===== config.mk =====
export PLATFORM = sky130hd
export DESIGN_NAME = mem_access_ctrl
export DESIGN_NICKNAME = d
export VERILOG_FILES = /design/src/rtl/mem_access_ctrl.sv
export SDC_FILE = /design/constraint.sdc
export NUM_CORES = 1
export LEC_CHECK = 0
export CORE_UTILIZATION = 43
export DETAILED_ROUTE_END_ITERATION = 6
export PLACE_DENSITY_LB_ADDON = 0.12
export SLEW_MARGIN = 20
export SYNTH_ARGS = -nofsm -noshare
export SYNTH_HDL_FRONTEND = slang
export SYNTH_SLANG_ARGS = --single-unit

===== constraint.sdc =====
create_clock -name i_clk -period 2.52 [get_ports i_clk]
set_clock_uncertainty 0.2 [all_clocks]
set_input_delay 0.504 -clock i_clk [delete_from_list [all_inputs] [get_ports i_clk]]
set_output_delay 0.504 -clock i_clk [all_outputs]
set_load 0.1 [all_outputs]

===== src/rtl/mem_access_ctrl.sv =====
// Data-memory access sequencer for the MEM stage: turns one load/store into a word-aligned
// req/ack bus transaction, stalls the pipeline until it retires, and returns extended load data.
module mem_access_ctrl #(
    parameter int TIMEOUT_CYCLES = 16,
    parameter int CNT_W          = 5
) (
    input  logic        i_clk,
    input  logic        i_reset,
    input  logic        i_start,
    input  logic        i_mem_write,
    input  logic [2:0]  i_mem_op,
    input  logic [31:0] i_addr,
    input  logic [31:0] i_wdata,
    output logic        o_stall,
    output logic        o_done,
    output logic [31:0] o_rdata,
    output logic        o_addr_err,
    output logic        o_bus_err,
    output logic        o_bus_req,
    output logic        o_bus_we,
    output logic [3:0]  o_bus_be,
    output logic [31:0] o_bus_addr,
    output logic [31:0] o_bus_wdata,
    input  logic [31:0] i_bus_rdata,
    input  logic        i_bus_ack
);

    localparam logic [1:0] S_IDLE = 2'd0;
    localparam logic [1:0] S_REQ  = 2'd1;
    localparam logic [1:0] S_DONE = 2'd2;

    logic [1:0]       r_state;
    logic [CNT_W-1:0] r_cnt;
    logic             r_we;
    logic             r_half;
    logic             r_byte;
    logic             r_signed;
    logic [1:0]       r_lane;
    logic [31:0]      r_bus_addr;
    logic [3:0]       r_bus_be;
    logic [31:0]      r_bus_wdata;
    logic [31:0]      r_rdata;
    logic             r_abort;

    logic        w_is_half;
    logic        w_is_byte;
    logic        w_signed;
    logic        w_misaligned;
    logic        w_accept;
    logic        w_timeout;
    logic [3:0]  w_be;
    logic [31:0] w_wdata;
    logic [31:0] w_shift;
    logic [31:0] w_load;

    // Codes 101-111 fall through to word; signedness only matters for loads.
    assign w_is_half    = (i_mem_op == 3'b001) || (i_mem_op == 3'b010);
    assign w_is_byte    = (i_mem_op == 3'b011) || (i_mem_op == 3'b100);
    assign w_signed     = (i_mem_op == 3'b001) || (i_mem_op == 3'b011);
    assign w_misaligned = w_is_half ? i_addr[0] : (!w_is_byte && (i_addr[1:0] != 2'b00));
    assign w_accept     = (r_state == S_IDLE) && i_start && !w_misaligned;
    assign w_timeout    = (r_cnt == CNT_W'(TIMEOUT_CYCLES - 1));

    always_comb begin
        w_be    = 4'b1111;
        w_wdata = i_wdata;
        if (w_is_half) begin
            w_be    = i_addr[1] ? 4'b1100 : 4'b0011;
            w_wdata = {2{i_wdata[15:0]}};
        end else if (w_is_byte) begin
            w_be    = 4'b0001 << i_addr[1:0];
            w_wdata = {4{i_wdata[7:0]}};
        end
    end

    // Shifting by the latched lane covers both halves and all four bytes.
    assign w_shift = i_bus_rdata >> {r_lane, 3'b000};

    always_comb begin
        w_load = i_bus_rdata;
        if (r_byte)
            w_load = {{24{r_signed & w_shift[7]}}, w_shift[7:0]};
        else if (r_half)
            w_load = {{16{r_signed & w_shift[15]}}, w_shift[15:0]};
    end

    always_ff @(posedge i_clk) begin
        if (i_reset) begin
            r_state     <= S_IDLE;
            r_cnt       <= '0;
            r_we        <= 1'b0;
            r_half      <= 1'b0;
            r_byte      <= 1'b0;
            r_signed    <= 1'b0;
            r_lane      <= 2'b00;
            r_bus_addr  <= '0;
            r_bus_be    <= '0;
            r_bus_wdata <= '0;
            r_rdata     <= '0;
            r_abort     <= 1'b0;
        end else begin
            case (r_state)
                S_IDLE: begin
                    if (w_accept) begin
                        r_we        <= i_mem_write;
                        r_half      <= w_is_half;
                        r_byte      <= w_is_byte;
                        r_signed    <= w_signed;
                        r_lane      <= i_addr[1:0];
                        r_bus_addr  <= {i_addr[31:2], 2'b00};
                        r_bus_be    <= w_be;
                        r_bus_wdata <= w_wdata;
                        r_cnt       <= '0;
                        r_abort     <= 1'b0;
                        r_state     <= S_REQ;
                    end
                end
                S_REQ: begin
                    // An ack in the timeout cycle still completes the access cleanly.
                    if (i_bus_ack) begin
                        if (!r_we) r_rdata <= w_load;
                        r_cnt   <= '0;
                        r_state <= S_DONE;
                    end else if (w_timeout) begin
                        if (!r_we) r_rdata <= '0;
                        r_cnt   <= '0;
                        r_abort <= 1'b1;
                        r_state <= S_DONE;
                    end else begin
                        r_cnt <= r_cnt + 1'b1;
                    end
                end
                S_DONE: begin
                    r_abort <= 1'b0;
                    r_state <= S_IDLE;
                end
                default: r_state <= S_IDLE;
            endcase
        end
    end

    assign o_stall     = w_accept || (r_state == S_REQ);
    assign o_addr_err  = (r_state == S_IDLE) && i_start && w_misaligned;
    assign o_done      = (r_state == S_DONE);
    assign o_bus_err   = (r_state == S_DONE) && r_abort;
    assign o_bus_req   = (r_state == S_REQ);
    assign o_bus_we    = (r_state == S_REQ) && r_we;
    assign o_bus_be    = r_bus_be;
    assign o_bus_addr  = r_bus_addr;
    assign o_bus_wdata = r_bus_wdata;
    assign o_rdata     = r_rdata;

endmodule


==> results.ini <==
[power_and_ir_drop]
power_density_nw_per_um2 = 689.7
irDropWorstVdd_uv = 366.8
power.leakage_uw = 0.002988

[hold_path]
hold_class = register to register

[final_layout]
fin_cells = 927
nets = 888
diodes = 0
regArea_um2 = 2242
fillers = 948
area_growth_pct = 50.15
fin_util_pct = 66.16
multiInputGateArea_um2 = 2581
drive_gt1_share_pct = 24.23

[setup_path]
crit_required_ns = 1.82
critPathMaxFanout = 3
worst_ep_arrival_time_ns = 1.77
critPathLaunchType = input port
crit_type = input port to output pin
r2r_setup_slack_ns = 0.24
worstSetupEndpointType = output pin

[logic_synthesis]
avgSynthCellArea_um2 = 8.758
yosysTopAreaCell = dfxtp_1
synth_top_family_by_area = compound AO/OA/AOI/OAI gates
yosys_warnings = 0
synth.top_cell.area_share_pct = 44.76
synth_edf_count = 0
synthMuxAreaShare_pct = 5.844
synth_cell_types = 48
synth_compound_area_share_pct = 27.17
yosys.area_share.adder_pct = 1.249
ys_top_cells_by_area = dfxtp_1, nand2_1, a21oi_1
synth_ff_type = dfxtp_1
ys_seq_area_share_pct = 44.76
yosys.area_share.simple_pct = 15.21
async_flop_share_pct = 0
synth.cell_area_um2 = 5010
synth-xor-area-share_pct = 0.4995
ys_ff_latch = 112
syn_inst = 572

[die]
initial_utilization_pct = 44.06
die_area_um2 = 12090
die_y_um = 109.9
boundaryPins = 210
die_x_um = 109.9
placementRows = 39
core_area_um2 = 11370

[clock_tree]
cts_tree = yes
clock_latency_ns = 0.35
root_buffer = clkbuf_16
numCtsBuffers = 9
holdBufCountCts = 0
cts.clk_slew.worst_paths_ns = 0.07
htreeDepth = 3
cts.sinks = 112
cts_buffer_depth = 2

[route]
vias = 5082
route.detailed.drc = 0
wl_mm = 14.87
drt_iter0_drc = 430
firstDrtPassIters = 6
avgViaCountPerCell = 5.482
ant_nets = 0
wl_per_cell_um = 16.04

[placed_design]
numPortBuffers = 207
place.detailed.hpwl_mm = 10.75
dp.cells = 908
gp_congestion = 0.9035

[grt]
grt_pass1_wl_mm = 22.36
grt_pass1_vias = 4512
grt_max_degree = 90
grt_overflow_total = 0
grt.total_usage_pct = 24.14
antenna_found_initial = 0

[status]
outcome = completed

[run]
maxCapViolations = 0

[sta]
min_period_over_period_pct = 98.02
setup_violations = 0
finalHoldViolations = 0
worst_slew_pin_slew_ns = 0.6292
rsz0062_at_grt = no
fmax_ghz = 0.4048
slew_headroom_pct = 57.97
layout_min_cycle_time_ns = 2.470
tns_ns = 0
maxSlewViolCount = 0

repair_timing:
action,CTS,global route
endpoints found under the hold margin,0,0
gates resized for setup,8,2
setup buffers,4,0
endpoints found under the setup margin,2,2
pin swaps,4,0
placed cells by master, fill, tap and decap left out, types with 10 or more instances in the layout:
master	count
o21ai_0	27
a21oi_1	52
clkdlybuf4s50_1	99
nand2_1	114
mux2i_1	18
a221oi_1	16
a211oi_1	14
nor2_1	34
a22o_1	15
buf_4	126
buf_12	12
dfxtp_1	112
a211oi_2	10
a22oi_1	25
power by group:
part           leakage [µW]  total [µW]  switching, µW  internal [µW]
logic               0.00193        1800           1260            544
registers          0.000913        1960           73.3           1880
clock network      0.000143        1430            653            776
total               0.00299        5190           1980           3200
cell usage after synthesis, types with 4 or more instances:
master	instances
nand2_1	114
dfxtp_1	112
a21oi_1	52
nor2_1	35
o21ai_0	27
a22oi_1	25
clkbuf_1	22
mux2i_1	18
a221oi_1	16
a22o_1	15
a211oi_1	14
buf_2	13
a211oi_2	10
mux2_2	8
nand2b_1	8
o21ai_1	8
o2bb2ai_1	8
nor2b_1	7
buf_4	6
inv_1	6
nand3_1	6
ha_1	5
buf_6	4
layer usage:
metal  vias to the layer above  global-route usage (%)  part of all wire (%)
li1                       2464                       -                     -
met5                         -                       0                     0
met4                         0                   11.43                   2.4
met2                       181                   41.25                    50
met3                        25                   4.861                   6.4
met1                      2412                   28.91                    42
cell families (layout without fill, tap and decap cells):
family / count (synthesis) / in the layout
other: 1 / 2
DFF: 112 / 112
buffers and inverters: 51 / 262
adders and majority gates: 5 / 5
and+or+nand+nor: 181 / 181
muxes: 27 / 27
xor gates and xnor gates: 2 / 2
AOI/OAI and AO/OA: 193 / 193
flip-flops by register name (all words and copies together), names as in the netlist:
name and count:
r_cnt 5, r_signed 1, r_state 2, o_bus_be 4, o_rdata 32, o_bus_addr 30
r_byte 1, r_lane 2, r_abort 1, o_bus_wdata 32, r_we 1, r_half 1
worst paths after layout:
kind	start	end	depth (start not counted)
worst max-delay path	i_mem_op[2]	o_addr_err	5
worst min-delay path	o_bus_addr[5]	o_bus_addr[5]	2
worst max register to register	r_state[1]	r_cnt[3]	7
worst min register to register	o_bus_addr[5]	o_bus_addr[5]	2
metrics by stage:
stage | instance area [µm²] | worst slack [ns] | hold WS (ns) | power, µW
CTS | 7511 | 0.03194 | 0.2504 | 5230
finish | 7522 | 0.04988 | 0.2595 | 5188
global placement | 7172 | -0.1983 | 0.2429 | 3758
global route | 7522 | 0.006323 | 0.2651 | 5394
detailed placement | 7172 | -0.3068 | 0.2500 | 3785
floorplan | 5041 | -0.08450 | 0.2449 | 3254
area by class of cell:
cell class	instances	area share, %
multi-input combinational	410	34.31
sequential	112	29.81
timing repair buffer	240	29.29
clock buffer	10	3.044
tap	143	2.379
clock inverter	6	0.8649
inverter	6	0.2994
worst max-delay path, stage by stage:
cell	delay (ns)
clkdlybuf4s50_1	0.44
nor3b_4	0.18
buf_4	0.15
nor4_4	0.27
buf_12	0.22
No activity file was read; power rests on OpenSTA's default activity.
